<file path="config.mk">
export PLATFORM = sky130hd
export DESIGN_NAME = proc_ctrl_seq_flat
export DESIGN_NICKNAME = d
export VERILOG_FILES = /design/src/rtl/proc_pkg.sv /design/src/rtl/proc_ctrl_seq_if.sv /design/src/rtl/ras_stack.sv /design/src/rtl/proc_ctrl_seq.sv /design/src/flat_wrapper.sv
export SDC_FILE = /design/constraint.sdc
export NUM_CORES = 1
export LEC_CHECK = 0
export ABC_AREA = 1
export CAP_MARGIN = 20
export CORE_ASPECT_RATIO = 2
export CORE_MARGIN = 2
export CORE_UTILIZATION = 50
export DETAILED_ROUTE_END_ITERATION = 7
export PLACE_DENSITY = 0.79
export SLEW_MARGIN = 15
export SYNTH_ARGS = -nofsm -noshare
export SYNTH_HDL_FRONTEND = slang
export SYNTH_SLANG_ARGS = --single-unit
</file>
<file path="constraint.sdc">
create_clock -name clk -period 2.8 [get_ports clk]
set_input_delay 0.28 -clock clk [delete_from_list [all_inputs] [get_ports clk]]
set_output_delay 0.28 -clock clk [all_outputs]
set_load 0.03 [all_outputs]
</file>
<file path="src/rtl/proc_pkg.sv">
// proc_pkg: state, opcode-class and select encodings shared by the sequencer
package proc_pkg;
    typedef enum logic [3:0] {
        S_FETCH, S_RDREG, S_EXEC, S_MEMRD, S_MEMLAT, S_MEMWR, S_WB, S_RETIRE, S_HALT
    } state_t;
    localparam logic [1:0] CLS_ALU = 2'b00, CLS_LDST = 2'b01, CLS_BR = 2'b10, CLS_MOV = 2'b11;
    localparam logic [1:0] LS_LDI = 2'b00, LS_LDD = 2'b01, LS_LDX = 2'b10, LS_ST = 2'b11;
    localparam logic [3:0] BR_JMP = 4'h8, BR_CALL = 4'h9, BR_RET = 4'hA, BR_HALT = 4'hF;
    localparam logic [1:0] WB_ALU = 2'd0, WB_IMM = 2'd1, WB_REGA = 2'd2, WB_MEM = 2'd3;
    localparam logic [3:0] FSL_CMP = 4'hF;
    // unknown flag bits must never read as set
    function automatic logic [3:0] known_set(input logic [3:0] f);
        logic [3:0] r;
        for (int i = 0; i < 4; i++) r[i] = (f[i] === 1'b1);
        return r;
    endfunction
endpackage

</file>
<file path="src/rtl/proc_ctrl_seq_if.sv">
// proc_ctrl_seq_if: controller <-> datapath instruction, strobe and status bundle
interface proc_ctrl_seq_if #(
    parameter int DATA_W  = 8,
    parameter int PC_W    = 8,
    parameter int DADDR_W = 7
);
    logic [15:0]        instr;
    logic [PC_W-1:0]    pc_cur;
    logic [3:0]         alu_sreg;
    logic [DATA_W-1:0]  reg_a_data, reg_b_data;
    logic               pc_hold, pc_jump;
    logic [PC_W-1:0]    pc_target;
    logic               rd_en, wr_en;
    logic [2:0]         reg_a, reg_b, reg_c;
    logic [1:0]         wb_sel;
    logic [7:0]         imm;
    logic [3:0]         alu_fsl;
    logic               mem_rd, mem_wr;
    logic [DADDR_W-1:0] mem_addr;
    logic               mem_wsel;
    logic [3:0]         sreg;
    logic               halted;
    logic [1:0]         fault;
    modport master (
        input  instr, pc_cur, alu_sreg, reg_a_data, reg_b_data,
        output pc_hold, pc_jump, pc_target, rd_en, wr_en, reg_a, reg_b, reg_c, wb_sel, imm,
               alu_fsl, mem_rd, mem_wr, mem_addr, mem_wsel, sreg, halted, fault
    );
    modport slave (
        output instr, pc_cur, alu_sreg, reg_a_data, reg_b_data,
        input  pc_hold, pc_jump, pc_target, rd_en, wr_en, reg_a, reg_b, reg_c, wb_sel, imm,
               alu_fsl, mem_rd, mem_wr, mem_addr, mem_wsel, sreg, halted, fault
    );
endinterface

</file>
<file path="src/rtl/ras_stack.sv">
// ras_stack: circular return-address stack; a push when full overwrites the oldest entry
module ras_stack #(
    parameter int DEPTH = 4,
    parameter int W     = 8
) (
    input  logic         clk,
    input  logic         rst,
    input  logic         push_i,
    input  logic         pop_i,
    input  logic [W-1:0] data_i,
    output logic [W-1:0] top_o,
    output logic         full_o,
    output logic         empty_o
);
    localparam int PW = $clog2(DEPTH);
    logic [W-1:0]  mem_q [DEPTH];
    logic [PW-1:0] ptr_q, prev;
    logic [PW:0]   cnt_q;
    assign prev    = ptr_q - PW'(1);
    assign top_o   = mem_q[prev];
    assign full_o  = cnt_q == (PW+1)'(DEPTH);
    assign empty_o = cnt_q == '0;
    always_ff @(posedge clk) begin
        if (rst) begin
            ptr_q <= '0;
            cnt_q <= '0;
        end else if (push_i) begin
            mem_q[ptr_q] <= data_i;
            ptr_q        <= ptr_q + PW'(1);
            if (!full_o) cnt_q <= cnt_q + (PW+1)'(1);
        end else if (pop_i && !empty_o) begin
            ptr_q <= prev;
            cnt_q <= cnt_q - (PW+1)'(1);
        end
    end
endmodule

</file>
<file path="src/rtl/proc_ctrl_seq.sv">
// proc_ctrl_seq: multi-cycle fetch/decode/execute sequencer driving PC, GPR, ALU and data memory
module proc_ctrl_seq
    import proc_pkg::*;
#(
    parameter int DATA_W    = 8,
    parameter int PC_W      = 8,
    parameter int DADDR_W   = 7,
    parameter int RAS_DEPTH = 4
) (
    input logic             clk,
    input logic             rst,
    proc_ctrl_seq_if.master bus
);
    state_t             state_q, state_d;
    logic [15:0]        ir_q, ir_d;
    logic               jump_q, jump_d;
    logic [PC_W-1:0]    target_q, target_d;
    logic [DADDR_W-1:0] addr_q, addr_d;
    logic [3:0]         sreg_q, sreg_d;
    logic [1:0]         fault_q, fault_d;
    logic [PC_W-1:0]    ras_top;
    logic               ras_full, ras_empty;
    logic [1:0]         f_cls, i_cls, i_ls;
    logic [3:0]         f_sub, i_sub;
    logic               fetch, is_call, is_ret, taken;
    logic               alu, ldi, ldd, ldx, st;
    logic               unused_ok;

    assign f_cls   = bus.instr[15:14];
    assign f_sub   = bus.instr[13:10];
    assign i_cls   = ir_q[15:14];
    assign i_ls    = ir_q[13:12];
    assign i_sub   = ir_q[13:10];
    assign fetch   = state_q == S_FETCH;
    assign is_call = fetch && f_cls == CLS_BR && f_sub == BR_CALL;
    assign is_ret  = fetch && f_cls == CLS_BR && f_sub == BR_RET;
    // sub-codes 0..7: bit pair picks the flag, LSB inverts the sense
    assign taken   = !f_sub[3] ? sreg_q[f_sub[2:1]] ^ f_sub[0]
                   : f_sub == BR_JMP || f_sub == BR_CALL || (f_sub == BR_RET && !ras_empty);

    ras_stack #(.DEPTH(RAS_DEPTH), .W(PC_W)) u_ras (
        .clk     (clk),
        .rst     (rst),
        .push_i  (is_call),
        .pop_i   (is_ret && !ras_empty),
        .data_i  (bus.pc_cur + PC_W'(1)),
        .top_o   (ras_top),
        .full_o  (ras_full),
        .empty_o (ras_empty)
    );

    always_comb begin
        state_d  = state_q;
        ir_d     = ir_q;
        jump_d   = jump_q;
        target_d = target_q;
        addr_d   = addr_q;
        sreg_d   = sreg_q;
        fault_d  = fault_q;
        case (state_q)
            S_FETCH: begin
                ir_d     = bus.instr;
                jump_d   = f_cls == CLS_BR && taken;
                target_d = is_ret ? ras_top : PC_W'(bus.instr[9:2]);
                addr_d   = f_cls == CLS_MOV ? DADDR_W'(bus.instr[13:7]) : DADDR_W'(bus.instr[9:3]);
                fault_d  = fault_q | {is_ret && ras_empty, is_call && ras_full};
                state_d  = f_cls == CLS_MOV ? S_MEMRD
                         : f_cls == CLS_BR ? (f_sub == BR_HALT ? S_HALT : S_RETIRE)
                         : (f_cls == CLS_LDST && bus.instr[13:12] == LS_LDI) ? S_WB : S_RDREG;
            end
            S_RDREG: begin
                addr_d  = ldx ? DADDR_W'(bus.reg_b_data) : addr_q;
                state_d = alu ? S_EXEC : ldd ? S_WB : ldx ? S_MEMRD : S_MEMWR;
            end
            S_EXEC:   state_d = S_WB;
            S_MEMRD:  state_d = S_MEMLAT;
            S_MEMLAT: begin
                addr_d  = i_cls == CLS_MOV ? DADDR_W'(ir_q[6:0]) : addr_q;
                state_d = i_cls == CLS_MOV ? S_MEMWR : S_WB;
            end
            S_MEMWR:  state_d = S_RETIRE;
            S_WB: begin
                sreg_d  = alu ? known_set(bus.alu_sreg) : sreg_q;
                state_d = S_RETIRE;
            end
            S_RETIRE: state_d = S_FETCH;
            S_HALT:   state_d = S_HALT;
            default:  state_d = S_FETCH;
        endcase
    end

    always_ff @(posedge clk) begin
        if (rst) begin
            state_q  <= S_FETCH;
            ir_q     <= '0;
            jump_q   <= 1'b0;
            target_q <= '0;
            addr_q   <= '0;
            sreg_q   <= '0;
            fault_q  <= '0;
        end else begin
            state_q  <= state_d;
            ir_q     <= ir_d;
            jump_q   <= jump_d;
            target_q <= target_d;
            addr_q   <= addr_d;
            sreg_q   <= sreg_d;
            fault_q  <= fault_d;
        end
    end

    assign alu = i_cls == CLS_ALU;
    assign ldi = i_cls == CLS_LDST && i_ls == LS_LDI;
    assign ldd = i_cls == CLS_LDST && i_ls == LS_LDD;
    assign ldx = i_cls == CLS_LDST && i_ls == LS_LDX;
    assign st  = i_cls == CLS_LDST && i_ls == LS_ST;

    assign bus.pc_hold   = !(state_q == S_RETIRE && !jump_q);
    assign bus.pc_jump   = state_q == S_RETIRE && jump_q;
    assign bus.pc_target = target_q;
    assign bus.rd_en     = state_q == S_RDREG;
    assign bus.wr_en     = state_q == S_WB && !(alu && i_sub == FSL_CMP);
    assign bus.mem_rd    = state_q == S_MEMRD;
    assign bus.mem_wr    = state_q == S_MEMWR;
    assign bus.mem_addr  = addr_q;
    assign bus.mem_wsel  = i_cls == CLS_MOV;
    assign bus.sreg      = sreg_q;
    assign bus.fault     = fault_q;
    assign bus.halted    = state_q == S_HALT;
    assign bus.reg_a     = alu ? ir_q[9:7] : ldd ? ir_q[6:4] : st ? ir_q[2:0] : 3'd0;
    assign bus.reg_b     = alu ? ir_q[6:4] : ldx ? ir_q[9:7] : 3'd0;
    assign bus.reg_c     = alu ? ir_q[3:1] : ldi ? ir_q[2:0] : ldd ? ir_q[9:7] : ldx ? ir_q[6:4] : 3'd0;
    assign bus.wb_sel    = ldi ? WB_IMM : ldd ? WB_REGA : ldx ? WB_MEM : WB_ALU;
    assign bus.imm       = ldi ? ir_q[10:3] : 8'd0;
    assign bus.alu_fsl   = alu ? i_sub : 4'd0;
    assign unused_ok     = ^{bus.reg_a_data, bus.reg_b_data};
endmodule

</file>
<file path="src/flat_wrapper.sv">
// flat-port wrapper written by rule: the top's interface ports become plain ports
module proc_ctrl_seq_flat import proc_pkg::*;
#(
    parameter int DATA_W    = 8,
    parameter int PC_W      = 8,
    parameter int DADDR_W   = 7,
    parameter int RAS_DEPTH = 4
)
  (clk, rst, bus_instr, bus_pc_cur, bus_alu_sreg, bus_reg_a_data, bus_reg_b_data, bus_pc_hold, bus_pc_jump, bus_pc_target, bus_rd_en, bus_wr_en, bus_reg_a, bus_reg_b, bus_reg_c, bus_wb_sel, bus_imm, bus_alu_fsl, bus_mem_rd, bus_mem_wr, bus_mem_addr, bus_mem_wsel, bus_sreg, bus_halted, bus_fault);
  proc_ctrl_seq_if #(.DATA_W(DATA_W), .PC_W(PC_W), .DADDR_W(DADDR_W)) bus_i ();
  input logic clk;
  input logic rst;
  input wire logic [$bits(bus_i.instr)-1:0] bus_instr;
  input wire logic [$bits(bus_i.pc_cur)-1:0] bus_pc_cur;
  input wire logic [$bits(bus_i.alu_sreg)-1:0] bus_alu_sreg;
  input wire logic [$bits(bus_i.reg_a_data)-1:0] bus_reg_a_data;
  input wire logic [$bits(bus_i.reg_b_data)-1:0] bus_reg_b_data;
  output wire logic [$bits(bus_i.pc_hold)-1:0] bus_pc_hold;
  output wire logic [$bits(bus_i.pc_jump)-1:0] bus_pc_jump;
  output wire logic [$bits(bus_i.pc_target)-1:0] bus_pc_target;
  output wire logic [$bits(bus_i.rd_en)-1:0] bus_rd_en;
  output wire logic [$bits(bus_i.wr_en)-1:0] bus_wr_en;
  output wire logic [$bits(bus_i.reg_a)-1:0] bus_reg_a;
  output wire logic [$bits(bus_i.reg_b)-1:0] bus_reg_b;
  output wire logic [$bits(bus_i.reg_c)-1:0] bus_reg_c;
  output wire logic [$bits(bus_i.wb_sel)-1:0] bus_wb_sel;
  output wire logic [$bits(bus_i.imm)-1:0] bus_imm;
  output wire logic [$bits(bus_i.alu_fsl)-1:0] bus_alu_fsl;
  output wire logic [$bits(bus_i.mem_rd)-1:0] bus_mem_rd;
  output wire logic [$bits(bus_i.mem_wr)-1:0] bus_mem_wr;
  output wire logic [$bits(bus_i.mem_addr)-1:0] bus_mem_addr;
  output wire logic [$bits(bus_i.mem_wsel)-1:0] bus_mem_wsel;
  output wire logic [$bits(bus_i.sreg)-1:0] bus_sreg;
  output wire logic [$bits(bus_i.halted)-1:0] bus_halted;
  output wire logic [$bits(bus_i.fault)-1:0] bus_fault;
  assign bus_i.instr = bus_instr;
  assign bus_i.pc_cur = bus_pc_cur;
  assign bus_i.alu_sreg = bus_alu_sreg;
  assign bus_i.reg_a_data = bus_reg_a_data;
  assign bus_i.reg_b_data = bus_reg_b_data;
  assign bus_pc_hold = bus_i.pc_hold;
  assign bus_pc_jump = bus_i.pc_jump;
  assign bus_pc_target = bus_i.pc_target;
  assign bus_rd_en = bus_i.rd_en;
  assign bus_wr_en = bus_i.wr_en;
  assign bus_reg_a = bus_i.reg_a;
  assign bus_reg_b = bus_i.reg_b;
  assign bus_reg_c = bus_i.reg_c;
  assign bus_wb_sel = bus_i.wb_sel;
  assign bus_imm = bus_i.imm;
  assign bus_alu_fsl = bus_i.alu_fsl;
  assign bus_mem_rd = bus_i.mem_rd;
  assign bus_mem_wr = bus_i.mem_wr;
  assign bus_mem_addr = bus_i.mem_addr;
  assign bus_mem_wsel = bus_i.mem_wsel;
  assign bus_sreg = bus_i.sreg;
  assign bus_halted = bus_i.halted;
  assign bus_fault = bus_i.fault;
  proc_ctrl_seq #(.DATA_W(DATA_W), .PC_W(PC_W), .DADDR_W(DADDR_W), .RAS_DEPTH(RAS_DEPTH)) u_core (.clk(clk), .rst(rst), .bus(bus_i));
endmodule
</file>
Word-level counts from Yosys, hierarchy flattened:

Memories as Yosys holds them, arrays and structs flattened.
Cells that the tools add are included.

* word-level logic and storage cells: 121
* memory bits (writable): 32
* memories: 1
* bits in registers: 47

* muxes and demuxes: 39
* add/subtract/negate cells: 5
* bitwise operators: 2
* order comparisons: 1
* reduce and logical (&&, ||, !) cells: 35
* equal/unequal tests: 29

Memories
* u_core.u_ras.mem_q: depth 4, width 8, read ports 1, clocked after Yosys merged registers in 0, wr ports 1, RTL line ras_stack.sv:16 `logic [W-1:0] mem_q [DEPTH];`

Operator list (count)
* two-way mux 3 bit: 14
* one-hot mux 4 bit (7 select lines): 1
* equality test 4 bit, second input constant: 6
* two-way mux 4 bit: 6
* two-way mux 7 bit: 3
* one-hot mux 7 bit (3 select lines): 1
* logical AND 1 bit: 18
* equality test 4 x 3 -> 1 bit, second input constant: 4
* two-way mux 8 bit: 2
* two-way mux 2 bit: 6
* equality test 2 bit, second input constant: 5
* adder 8 x 1 -> 8 bit, second input constant: 1
* equality test 4 x 2 -> 1 bit, second input constant: 2
* equality test 2 x 1 -> 1 bit, second input constant: 3
* logical NOT 2 bit: 3
* two-way mux 1 bit: 5
* equality test 4 x 1 -> 1 bit, second input constant: 1
* case equality test 1 bit, second input constant: 4
* logical NOT 1 bit: 4
* logical NOT 4 bit: 1
* inequality test 2 bit, second input constant: 2
* AND reduction 2 bit: 2
* adder 3 x 1 -> 3 bit, second input constant: 1
* equality test 3 bit, second input constant: 1
* 14 further kinds: 15

Longest topological paths before layout:

Gate-level depths: netlist of run 1.

* word-level depth: 7
* gate-level depth with buffers: 13

Hierarchy:

From an unflattened synthesis of run 1, not the netlist that was laid out.

* cells, all modules: 560
* area, all modules: 4146.5 µm²

Modules (own cells, without submodules)
* proc_ctrl_seq: cells an instance 422, seq. area each 840.8 µm², times used 1, area each 2563.7 µm²
* ras_stack: cells an instance 138, seq. area each 1061.0 µm², times used 1, area each 1582.8 µm²

Least setup slack after synthesis of run 1:

No wires, ideal clock.

* kind: reg-to-output
* from: register u_core.state_q[2]
* to: output port bus_wr_en
* cell stages (with the launch flop): 6
* path slack: 0.830 ns
* arrival: 1.690 ns
* cell sequence: dfxtp_1 -> inv_1 -> nor2_2 -> inv_1 -> nor3_1 -> a21boi_0

* word-level cells in the longest chain between the ends: 2

RTL lines
* start: declaration: RTL line proc_ctrl_seq.sv:14 `state_t state_q, state_d;`
* start signal: assignment: RTL line proc_ctrl_seq.sv:102 `state_q <= state_d;`
* equality test 4 x 3 -> 1 bit: RTL line proc_ctrl_seq.sv:122 `assign bus.wr_en = state_q == S_WB && !(alu && i_sub == FSL_CMP);`
* logical AND 1 bit: RTL line proc_ctrl_seq.sv:122
* end: declaration: RTL line flat_wrapper.sv:22 `output wire logic [$bits(bus_i.wr_en)-1:0] bus_wr_en;`

Every way passes these cells.

Worst setup path after layout of run 1:

* from: register u_core.ir_q[14]
* to: output port bus_reg_c[1]

* word-level cells in the longest chain between the ends: 6
* elaborated cells between the ends (all ways): 9

RTL lines
* start: declaration: RTL line proc_ctrl_seq.sv:15 `logic [15:0] ir_q, ir_d;`
* start signal: assignment: RTL line proc_ctrl_seq.sv:103 `ir_q <= ir_d;`
* equality test 2 x 1 -> 1 bit: RTL line proc_ctrl_seq.sv:113, proc_ctrl_seq.sv:114, proc_ctrl_seq.sv:115
* logical AND 1 bit: RTL line proc_ctrl_seq.sv:115 `assign ldx = i_cls == CLS_LDST && i_ls == LS_LDX;`
* two-way mux 3 bit (3 in series): RTL line proc_ctrl_seq.sv:132 `assign bus.reg_c = alu ? ir_q[3:1] : ldi ? ir_q[2:0] : ldd ? ir_q[9:7] : ldx ? ir_q[6:4] : 3'd0;`
* two-way mux 3 bit *: RTL line proc_ctrl_seq.sv:132
* end: declaration: RTL line flat_wrapper.sv:25 `output wire logic [$bits(bus_i.reg_c)-1:0] bus_reg_c;`

Every way passes the cells marked *; elsewhere a longest branch is shown, timed or not.

==> results of run 1 <==
==> flip-flops by register name, indices dropped and copies added, names as in the netlist <==
name / count
u_core.ir_q: 16
u_core.bus.fault: 2
u_core.bus.pc_target: 8
u_core.u_ras.ptr_q: 2
u_core.jump_q: 1
u_core.u_ras.cnt_q: 3
u_core.state_q: 4
u_core.bus.mem_addr: 7
u_core.u_ras.mem_q: 32
u_core.bus.sreg: 4
==> area by class of cell <==
class | count | area, sq um
Inverter | 67 | 251
Tap cell | 96 | 120
Clock inverter | 7 | 70.1
Fill cell | 681 | 2540
Clock buffer | 9 | 225
Multi-Input combinational cell | 385 | 1850
Timing Repair Buffer | 101 | 978
Sequential cell | 79 | 1900
==> power groups by stage <==
stage	registers (W)	clock network, W	logic (W)
after floorplan	0.00173	0	0.00160
after global placement	0.00160	0	0.00255
after detailed placement	0.00161	0	0.00259
after CTS	0.00159	0.00118	0.00260
after global routing	0.00161	0.00124	0.00287
final	0.00159	0.00116	0.00260
==> worst reg2reg max path, stage by stage (launching register included) <==
cell and delay (ns):
dfxtp_1 0.39, nor2_2 0.17, nand2_2 0.11, nor2_4 0.17, nand2_2 0.12, fa_1 0.43
inv_1 0.09, nand3_1 0.08, nand2_1 0.09, nor2_1 0.05, nor2_1 0.08, nor2_1 0.05
==> routing by layer <==
metal,vias to the layer above,wire [um]
met1,1868,3720
met3,38,553
met2,142,6490
met5,-,0
met4,0,416
li1,1975,-
==> kinds of logic after synthesis <==
family / Yosys count / synth area share (%)
and+or+nand+nor: 273 / 29.2
AOI/OAI and AO/OA: 99 / 12.5
buffers and inverters: 86 / 8.31
DFF: 79 / 46.4
xor gates and xnor gates: 7 / 1.50
adders and majority gates: 6 / 2.02
==> metrics by stage <==
step	total power (W)	util, %
after detailed placement	0.00420	64.3
final	0.00536	68.0
after CTS	0.00537	68.0
after global placement	0.00415	64.3
after floorplan	0.00333	-
after global routing	0.00572	68.0
==> final timing paths <==
path | from | to | cells past startpoint | slack (ns)
max | u_core.ir_q[14] | bus_reg_c[1] | 7 | 0.18
min | u_core.bus.fault[1] | u_core.bus.fault[1] | 2 | 0.45
min reg2reg | u_core.bus.fault[1] | u_core.bus.fault[1] | 2 | 0.45
max reg2reg | u_core.state_q[1] | u_core.u_ras.cnt_q[2] | 11 | 0.86
==> Yosys cell counts <==
cell type	number	area, sq um
nor2_2	5	31.3
o21ai_0	57	285
inv_2	4	15.0
nand2_1	113	424
a211oi_1	1	7.51
a31oi_1	1	6.26
buf_1	1	3.75
buf_2	8	40.0
edfxtp_1	32	961
nand3_4	1	17.5
o22ai_1	6	37.5
nand3_1	45	225
clkbuf_1	9	33.8
ha_1	5	62.6
nand4_1	4	25.0
nand2_2	6	37.5
nor3_4	1	16.3
clkinv_1	2	7.51
nand2_4	1	11.3
fa_1	1	20.0
o211ai_1	1	7.51
nor2_8	1	20.0
nor3_1	5	25.0
buf_6	1	11.3
nor2_4	3	33.8
nor2_1	88	330
a21boi_0	1	7.51
a21oi_1	32	160
dfxtp_1	47	941
inv_1	61	229
xor2_1	5	43.8
xnor2_1	2	17.5
==> results.toml, run 1 <==
[drt]
vias = 4023
ant_nets = 0
drt_iter0_drc = 322
drc = 0
detail_route.wl_per_cell_um = 15.0
via_per_inst = 5.41
routed_wl_mm = 11.2
first_pass_iters = 5

[yosys]
ys_types = 32
ys_seq_area_share_pct = 46.4
ys_warn_count = 0
mappedNetlistNets = 602
ys_ff_latch = 79
synth_area_sq_um = 4100
syn_avg_cell_area_sq_um = 7.45
netlist_instances = 550

[cts]
cts.repair.resized = 0
clock-sinks = 79
post_cts_buffers = 0
clock-root-buffer = "clkbuf_16"
numCtsBuffers = 9
cts_tree = "done"
htreeDepth = 3
clockBufferDepth = 2
hold_buffers = 0
clk_latency_ns = 0.34
path_clk_slew_ns = 0.06

[sta]
fmax_mhz = 381
setup_viol = 0
period_needed_ns = 2.62
finalCritPeriodShare_pct = 93.6
setup_ws_ns = 0.178
tightest_slew_ns = 0.480
skew_ns = 0.00922
fin_tns_setup_ns = 0
hold_slack_ns = 0.452
drv_slew = 0
slew_headroom_pct = 68.0
rsz0062_at_grt = "false"
hold_viol_final = 0

[placement]
place_congestion = 0.899
hpwlAfterDp_mm = 8.60
dp_slack_ns = 0.343
placed_cells = 728
io_buffer_count = 88
placed_cell_area_sq_um = 5100

[critical_path]
setup.worst_path.end_class = "primary output"
criticalPathCategory = "register to primary output"
crit_family = "simple AND/OR/NAND/NOR gates"
startpoint_type = "register"
path_buf_inv = 1
cpPeakStageDelay_ns = 0.73
required_ns = 2.52
slowest_stage = "clkdlybuf4s50_1"
critPathArrivalTime_ns = 2.34
crit_chain = "nand2_1, nor2_4, nand2_1, nor2_1, nor2_1, o21ai_0, clkdlybuf4s50_1"
crit_fanout = 11

[final_layout]
drive_gt1_share_pct = 7.87
syn_to_final_growth_pct = 31.9
final_area_sq_um = 5400
diodes = 0
layout_commonest_cell = "nand2_1"
num-nets-final = 695
fin_cells = 744
final_cell_mix = "nand2_1, nor2_1, clkdlybuf4s50_1"

[power_and_ir_drop]
p_sw_w = 0.00233
p_comb_share_pct = 48.5
p_per_area_nw_per_um2 = 992
swShare_pct = 43.5
p_int_w = 0.00303
ir_drop_mv = 0.594
cellLeakagePower_nw = 2.25
p_clk_share_pct = 21.7
seq_power_share_pct = 29.7

[floorplanning]
die_x_um = 68.0
initial_core_util_pct = 51.6
pin_count = 98
design.core.area_sq_um = 7940
fp-row-count = 46
dieArea_sq_um = 8970
die_h_um = 132

[grt]
grtUsageMet2_pct = 49.4
antenna_found_initial = 0
grt_max_degree = 39
grt_util_met1_pct = 25.3
use_met3_pct = 5.81
busiest_layer = "met2"
track_usage_pct = 26.4
grt_pass1_wl_mm = 17.9
first_global_vias = 3932
overflow = 0

[worst_hold_path]
hold_class = "register to register"

[outcome]
status = "finished clean"

[flow_run]
max_cap_viol_count = 0
No activity file was read; power rests on OpenSTA's default activity.
==> inputs of run 2 (changes only) <==
--- a/config.mk
+++ b/config.mk
@@ -8,7 +8,6 @@
 export ABC_AREA = 1
 export CAP_MARGIN = 20
 export CORE_ASPECT_RATIO = 2
-export CORE_MARGIN = 2
 export CORE_UTILIZATION = 50
 export DETAILED_ROUTE_END_ITERATION = 7
 export PLACE_DENSITY = 0.79
==> results.toml, run 2 (same netlist as run 1, synthesis figures left out) <==
[sta]
fin_tns_setup_ns = 0
setup_viol = 0
hold_viol_final = 0
drv_slew = 0
skew_ns = 0.00772
period_needed_ns = 2.62
fmax_mhz = 381
slew_headroom_pct = 67.9
setup_ws_ns = 0.175
rsz0062_at_grt = "false"
tightest_slew_ns = 0.482
finalCritPeriodShare_pct = 93.7

[drt]
via_per_inst = 5.28
drc = 0
drt_iter0_drc = 324
vias = 3935
routed_wl_mm = 10.9
detail_route.wl_per_cell_um = 14.7
ant_nets = 0
first_pass_iters = 7

[placement]
place_congestion = 0.913
io_buffer_count = 88
dp_slack_ns = 0.363
hpwlAfterDp_mm = 8.30

[worst_hold_path]
hold_class = "register to register"

[cts]
clock-sinks = 79
clockBufferDepth = 2
cts.repair.resized = 0
htreeDepth = 3
clock-root-buffer = "clkbuf_16"
hold_buffers = 0
post_cts_buffers = 0
clk_latency_ns = 0.34
cts_tree = "done"
numCtsBuffers = 9
path_clk_slew_ns = 0.06

[floorplanning]
die_x_um = 66.0
fp-row-count = 46
die_h_um = 130
pin_count = 98
design.core.area_sq_um = 7940
initial_core_util_pct = 51.6
dieArea_sq_um = 8580

[flow_run]
max_cap_viol_count = 0

[critical_path]
setup.worst_path.end_class = "primary output"
critPathArrivalTime_ns = 2.34
crit_fanout = 11
required_ns = 2.52
startpoint_type = "register"
criticalPathCategory = "register to primary output"

[grt]
first_global_vias = 3789
antenna_found_initial = 0
overflow = 0
grt_pass1_wl_mm = 17.3
track_usage_pct = 26.9
grt_max_degree = 39

[final_layout]
regMostFlops = "u_core.u_ras.mem_q"
layout_commonest_cell = "nand2_1"
utilization_pct = 68.1
num-nets-final = 696
final_cell_mix = "nand2_1, nor2_1, clkdlybuf4s50_1"
syn_to_final_growth_pct = 32.1
drive_gt1_share_pct = 8.01
filler_cell_count = 688
diodes = 0
largest_reg_flops = 32

[power_and_ir_drop]
ir_drop_mv = 0.521
p_per_area_nw_per_um2 = 996
cellLeakagePower_nw = 2.25

[outcome]
status = "finished clean"
-- run 2: power by group --
part | switching, W | internal, W | total, W
sequential | 0.000155 | 0.00143 | 0.00158
combinational | 0.00173 | 0.000914 | 0.00265
clock | 0.000462 | 0.000691 | 0.00115
total | 0.00235 | 0.00303 | 0.00538
-- run 2: path summary, 6_finish.rpt --
path | from | to | slack [ns] | depth (start not counted)
setup reg to reg | u_core.state_q[1] | u_core.u_ras.cnt_q[2] | 0.89 | 11
hold / removal | u_core.bus.fault[1] | u_core.bus.fault[1] | 0.45 | 2
hold reg to reg | u_core.bus.fault[1] | u_core.bus.fault[1] | 0.45 | 2
setup / recovery | u_core.ir_q[14] | bus_reg_c[2] | 0.18 | 7
-- run 2: critical path, cell delays in order (launching register included) --
cell and delay, ns:
dfxtp_1 0.41, nand2_1 0.14, nor2_4 0.13, nand2_1 0.26
nor2_1 0.18, nor2_1 0.06, o21ai_0 0.11, clkdlybuf4s50_1 0.72
-- run 2: layout make-up --
| type | count | area, sq um | share of cell area, % |
|---|---|---|---|
| multi-input combinational | 385 | 1850 | 34.3 |
| tap | 96 | 120 | 2.22 |
| sequential | 79 | 1900 | 35.2 |
| inverter | 67 | 251 | 4.65 |
| clock buffer | 9 | 225 | 4.16 |
| clock inverter | 7 | 70.1 | 1.30 |
| timing repair buffer | 102 | 986 | 18.2 |
-- run 2: metrics by stage --
stage	hold slack (ns)	instances	cell area, sq um	power [W]
after floorplan	0.358	550	4100	0.00333
after global placement	0.438	727	5100	0.00415
after detailed placement	0.440	727	5100	0.00420
after CTS	0.450	743	5390	0.00536
after global routing	0.466	745	5410	0.00568
final	0.451	745	5410	0.00538
-- run 2: metal layers --
metal / vias up / wire, um / track usage, %
li1: 1975 / - / -
met1: 1782 / 3850 / 25.7
met2: 141 / 6180 / 51.7
met3: 37 / 512 / 4.37
met4: 0 / 394 / 15.3
met5: - / 0 / 0
==> inputs of run 3 (changes only) <==
--- a/config.mk
+++ b/config.mk
@@ -6,7 +6,6 @@
 export NUM_CORES = 1
 export LEC_CHECK = 0
 export ABC_AREA = 1
-export CAP_MARGIN = 20
 export CORE_ASPECT_RATIO = 2
 export CORE_UTILIZATION = 50
 export DETAILED_ROUTE_END_ITERATION = 7
==> results of run 3 <==
No change in the layout: final DEF, timing and power equal those of run 2.
